File: src/rtl/br_pred.sv
// br_pred: fetch-side bimodal branch predictor.
//   A table of 2^IDX_W two-bit saturating counters indexed by pc[IDX_W+1:2]
//   predicts conditional branches in fetch. The table is trained from the
//   resolve stage, where actual = ex_pr_taken ^ ex_pr_miss.
//   After reset an init sweep writes CNT_INIT into every entry, one per
//   cycle. Prediction stays off until the sweep is done.
// Optional feature: define BP_GSHARE_EN to XOR a global history register
//   into both the predict index and the train index (gshare).
// Ports:
//   clk, rst      core clock; asynchronous active-high reset
//   if_pc, if_ir  fetch-stage PC and instruction
//   pr_taken      prediction for the branch in fetch (combinational)
//   pr_addr       predicted next PC (combinational)
//   bp_ready      init sweep done, predictor live
//   ex_valid      resolved conditional branch present
//   ex_pc         PC of the resolved branch
//   ex_pr_taken   prediction that travelled with the resolved branch
//   ex_pr_miss    resolve-stage mispredict flag
//   stall         pipeline stall; blocks training
module br_pred #(
  parameter int unsigned IDX_W    = 6,
  parameter logic [1:0]  CNT_INIT = 2'b01
) (
  input  logic        clk,
  input  logic        rst,
  input  logic [63:0] if_pc,
  input  logic [31:0] if_ir,
  output logic        pr_taken,
  output logic [63:0] pr_addr,
  output logic        bp_ready,
  input  logic        ex_valid,
  input  logic [63:0] ex_pc,
  input  logic        ex_pr_taken,
  input  logic        ex_pr_miss,
  input  logic        stall
);

  localparam int unsigned        DEPTH    = 1 << IDX_W;
  localparam logic [IDX_W-1:0]   LAST_IDX = IDX_W'(DEPTH - 1);
  localparam logic [6:0]         OP_BR    = 7'b1100011;

  typedef enum logic {
    S_INIT = 1'b0,
    S_RUN  = 1'b1
  } state_t;

  state_t           state;
  state_t           state_nxt;
  logic [IDX_W-1:0] init_idx;
  logic [1:0]       cnt [DEPTH];

  logic             upd;
  logic             actual;
  logic [IDX_W-1:0] rd_idx;
  logic [IDX_W-1:0] wr_idx;
  logic [1:0]       cnt_rd;
  logic [1:0]       cnt_old;
  logic [1:0]       cnt_new;
  logic             is_br;
  logic [63:0]      offs;

  // State register
  always_ff @(posedge clk or posedge rst) begin
    if (rst) state <= S_INIT;
    else     state <= state_nxt;
  end

  // Next state: sweep every entry once, then stay live until reset
  always_comb begin
    state_nxt = state;
    case (state)
      S_INIT:  if (init_idx == LAST_IDX) state_nxt = S_RUN;
      S_RUN:   state_nxt = S_RUN;
      default: state_nxt = S_INIT;
    endcase
  end

  // FSM outputs
  always_comb begin
    bp_ready = 1'b0;
    if (state == S_RUN) bp_ready = 1'b1;
  end

  // Sweep pointer; restarts from 0 on every reset
  always_ff @(posedge clk or posedge rst) begin
    if (rst)                  init_idx <= '0;
    else if (state == S_INIT) init_idx <= init_idx + IDX_W'(1);
  end

  // Training is only accepted once live; updates during the sweep are dropped
  assign upd    = bp_ready & ex_valid & ~stall;
  assign actual = ex_pr_taken ^ ex_pr_miss;

`ifdef BP_GSHARE_EN
  logic [IDX_W-1:0] ghr;

  // Global history of accepted outcomes, non-speculative
  always_ff @(posedge clk or posedge rst) begin
    if (rst)      ghr <= '0;
    else if (upd) ghr <= {ghr[IDX_W-2:0], actual};
  end

  // Train index uses the pre-shift history
  assign rd_idx = if_pc[IDX_W+1:2] ^ ghr;
  assign wr_idx = ex_pc[IDX_W+1:2] ^ ghr;
`else
  assign rd_idx = if_pc[IDX_W+1:2];
  assign wr_idx = ex_pc[IDX_W+1:2];
`endif

  // Saturating counter update
  assign cnt_old = cnt[wr_idx];
  always_comb begin
    cnt_new = cnt_old;
    if (actual) begin
      if (cnt_old != 2'b11) cnt_new = cnt_old + 2'd1;
    end else begin
      if (cnt_old != 2'b00) cnt_new = cnt_old - 2'd1;
    end
  end

  // Counter table: no reset, cleared by the sweep; written at the edge so a
  // same-cycle read of the same entry sees the old value
  always_ff @(posedge clk) begin
    if (state == S_INIT) cnt[init_idx] <= CNT_INIT;
    else if (upd)        cnt[wr_idx]   <= cnt_new;
  end

  // Prediction, combinational from the fetch stage
  assign cnt_rd   = cnt[rd_idx];
  assign is_br    = (if_ir[6:0] == OP_BR);
  assign pr_taken = bp_ready & is_br & cnt_rd[1];

  // B-type immediate, sign-extended to 64 bits
  assign offs    = {{51{if_ir[31]}}, if_ir[31], if_ir[7], if_ir[30:25], if_ir[11:8], 1'b0};
  assign pr_addr = pr_taken ? (if_pc + offs) : (if_pc + 64'd4);

  // Fields that never affect the prediction or the index
  logic unused_bits;
  assign unused_bits = ^{if_ir[24:12], ex_pc[63:IDX_W+2], ex_pc[1:0], cnt_rd[0]};

endmodule

File: config.mk
export PLATFORM = sky130hd
export DESIGN_NAME = br_pred
export DESIGN_NICKNAME = d
export VERILOG_FILES = /design/src/rtl/br_pred.sv
export SDC_FILE = /design/constraint.sdc
export NUM_CORES = 1
export LEC_CHECK = 0
export CORE_AREA = 2 2 154 268
export CTS_CLUSTER_SIZE = 10
export DETAILED_ROUTE_END_ITERATION = 16
export DIE_AREA = 0 0 156 270
export PLACE_DENSITY = 0.5
export SYNTH_ARGS = -nofsm -noshare
export SYNTH_HDL_FRONTEND = slang
export SYNTH_SLANG_ARGS = --single-unit
File: constraint.sdc
create_clock -name clk -period 5.8 [get_ports clk]
set_input_delay 1.16 -clock clk [delete_from_list [all_inputs] [get_ports clk]]
set_output_delay 1.16 -clock clk [all_outputs]
set_load 0.005 [all_outputs]
==> out/results.ini <==
[synthesis]
synth-edff-count = 128
yosysMostFrequentCell = nand2_1
synthDominantCellAreaShare = 0.3244
netlist_instances = 1241
synth_area_leaders = edfxtp_1 32%, mux4_2 11%, ha_1 6.8%, nand2_1 4.5%, nor2_1 4.1%
synth_top_cells_by_count = 143 x nand2_1, 129 x nor2_1, 128 x edfxtp_1
synthesis.nets = 1472
synth_seq_cells = 135
ys_types = 72
synth_area_sq_um = 11850
ys_seq_area_frac = 0.3392
synth-warning-count = 0
syn_avg_cell_area_sq_um = 9.547
ys.flop_type = edfxtp_1
async_reset_ff_frac = 0.05185
synth_area_leader_cell = edfxtp_1

[clock_tree]
clk_path_buf_depth = 2
clk_latency_ns = 0.42
clk_pin_slew_ns = 0.06
htreeDepth = 4
cts.sinks = 135
cts_made_buffers = 17
cts_root_buf = clkbuf_16
cts_tree = yes
postCtsHoldBufs = 0

[die]
die_w_microns = 156
die_h_microns = 270
rows = 97
start_util = 0.2967
pin_count = 232
core_area_sq_um = 39930
die_area_sq_um = 42120

[final_layout]
drive_gt1_frac = 0.2674
nNetsFinal = 1860
instances_no_fill = 2139
area_delta_synth_final_pct = 43.68
fin_util = 0.4263
multi_input_area_sq_um = 7844
fill_cells = 3951
regArea_sq_um = 4019

[global_routing]
grtUsageTotal = 0.2035
grt_first_pass_wirelength_mm = 65.11
first_global_vias = 11850
grt_max_degree = 41
antenna_found_initial = 3
overflow = 0

[timing]
period_share = 1.015
fin_skew_ns = 0.007093
setup_violations = 1
fmax_mhz = 169.8
maxSlewHeadroom = 0.3640
hold_viol = 0
tightest_slew_ns = 0.9511
hold_slack_ns = 0.5509
rsz0062_at_grt = true
slew_violations = 0
setup_ws_ns = -0.08881
min_period_ns = 5.889

[drt]
drc_errors = 0
dr.first_iter.drc_count = 540
ant_nets = 0
dr.pass1.iters = 5
routed-via-count = 11380
via_per_inst = 5.322
wl_per_cell_microns = 20.34
wirelength_mm = 43.51

[flow_run]
max_cap_viol_count = 0

[run_status]
outcome = finished with violations
violations = setup timing

[power_and_ir_drop]
finalPower_w = 0.003074
powerDensity_nw_per_um2 = 180.6
ir_drop_uv = 228.4
p_leak_nw = 6.338

[critical_path]
arrival_ns = 4.73
cp_max_fo = 22
critPathKind = in -> out
critPathCaptureType = output pin
worst_ep_required_time_ns = 4.64
worstSetupStartpointType = input port

[placement]
hpwlAfterDp_mm = 34.51
place.gp.congestion = 0.8907
io_buffers = 158
dp_slack_ns = -0.7956
dpl.cell_count = 2081

[hold_path]
min_path_type = reg -> reg

==> power breakdown <==
part	internal, W	switching [W]
clock network	0.000714	0.000383
registers	0.00105	0
logic	0.000471	0.000455
==> critical path, stage by stage <==
cell	delay, ns
buf_2	0.11
buf_12	0.16
ha_1	0.33
a211oi_2	0.26
o211ai_1	0.18
a221oi_2	0.29
nor2_1	0.06
or4_1	0.46
a31o_2	0.26
a22o_4	0.28
buf_4	0.15
a311oi_4	0.34
buf_4	0.17
clkdlybuf4s50_1	0.49
==> cell usage in the layout, fill, tap and decap left out, types with 9 or more instances in the layout <==
master           netlist  layout
nor3_1                27      25
o31ai_1               15      13
a21oi_1               73      60
o21ai_0               81      69
nand3_1               39      38
o21bai_1              14      14
o21a_1                15      15
ha_4                   0      11
ha_1                  64      50
nand2_1              143     143
nor2_1               129     129
dlymetal6s2s_1         0      14
nand4_1               26      26
clkdlybuf4s50_1        0     122
nand2b_1              13      13
xnor2_1               55      55
and3_1                19      19
mux4_2                60      61
xor2_1                51      51
a21o_1                31      31
a21oi_2                0      11
or3_1                 10       9
buf_4                  3     258
edfxtp_1             128     128
inv_1                 31      30
a31oi_1               11      10
o21ai_1                3      12
dlygate4sd2_1          0      17
clkbuf_16              0      19
==> metal layers <==
metal | up-vias | global-route usage | share of wire
li1 | 5489 | - | -
met1 | 5465 | 0.1966 | 0.35
met2 | 327 | 0.4128 | 0.57
met3 | 101 | 0.02102 | 0.029
met4 | 2 | 0.1014 | 0.056
met5 | - | 0 | 0.00030
==> cell type report <==
cell class,count,share of cell area
flip-flops and latches,135,0.2361
repair buffers,433,0.2244
clock inverters,10,0.008967
clock buffers,22,0.02609
diodes,2,0.0002940
inverters,31,0.006983
multi-input cells,1011,0.4608
well taps,495,0.03638
==> path summary, 6_finish.rpt <==
check                      cells after the start                      end  slack [ns]                     from
min in group asynchronous                      2  init_idx[2]$_DFFE_PP0N_        0.97                      rst
max                                           14              pr_addr[57]       -0.09                if_ir[31]
min                                            1  init_idx[0]$_DFFE_PP0N_        0.55  init_idx[0]$_DFFE_PP0N_
max reg2reg                                    6     cnt[26][1]$_DFFE_PP_        2.76     cnt[11][1]$_DFFE_PP_
max in group asynchronous                      2  init_idx[3]$_DFFE_PP0N_        4.61                      rst
min reg2reg                                    1  init_idx[0]$_DFFE_PP0N_        0.55  init_idx[0]$_DFFE_PP0N_
==> kinds of logic (layout without fill, tap and decap cells) <==
group                      after synthesis  after routing  share of synthesized area
buffers and inverters                   95            496                    0.03443
adders and majority gates               66             66                    0.07012
DFF                                    135            135                     0.3392
other                                    0              2                          0
muxes                                   72             72                     0.1273
xor gates and xnor gates               106            106                    0.07836
AOI/OAI and AO/OA                      306            306                     0.1664
and+or+nand+nor                        461            461                     0.1842
==> metrics by stage <==
step           area, sq um  TNS (ns)
3_3_place_gp         15690    -15.16
5_1_grt              17020   -0.2456
4_1_cts              16570   -0.2286
2_1_floorplan        11850         0
3_5_place_dp         15690    -16.04
6_report             17020  -0.08881
==> flip-flops by register name, indices dropped and copies added (netlist names) <==
register and cells:
init_idx 6, cnt 128, state 1
==> what timing repair did <==
item                       4_1_cts  5_1_grt
gates resized for setup         62       73
gates cloned                     1        2
pin swaps                       19       25
setup endpoints to repair       63       44
setup buffers                    8       13
No activity file was read; power rests on OpenSTA's default activity.
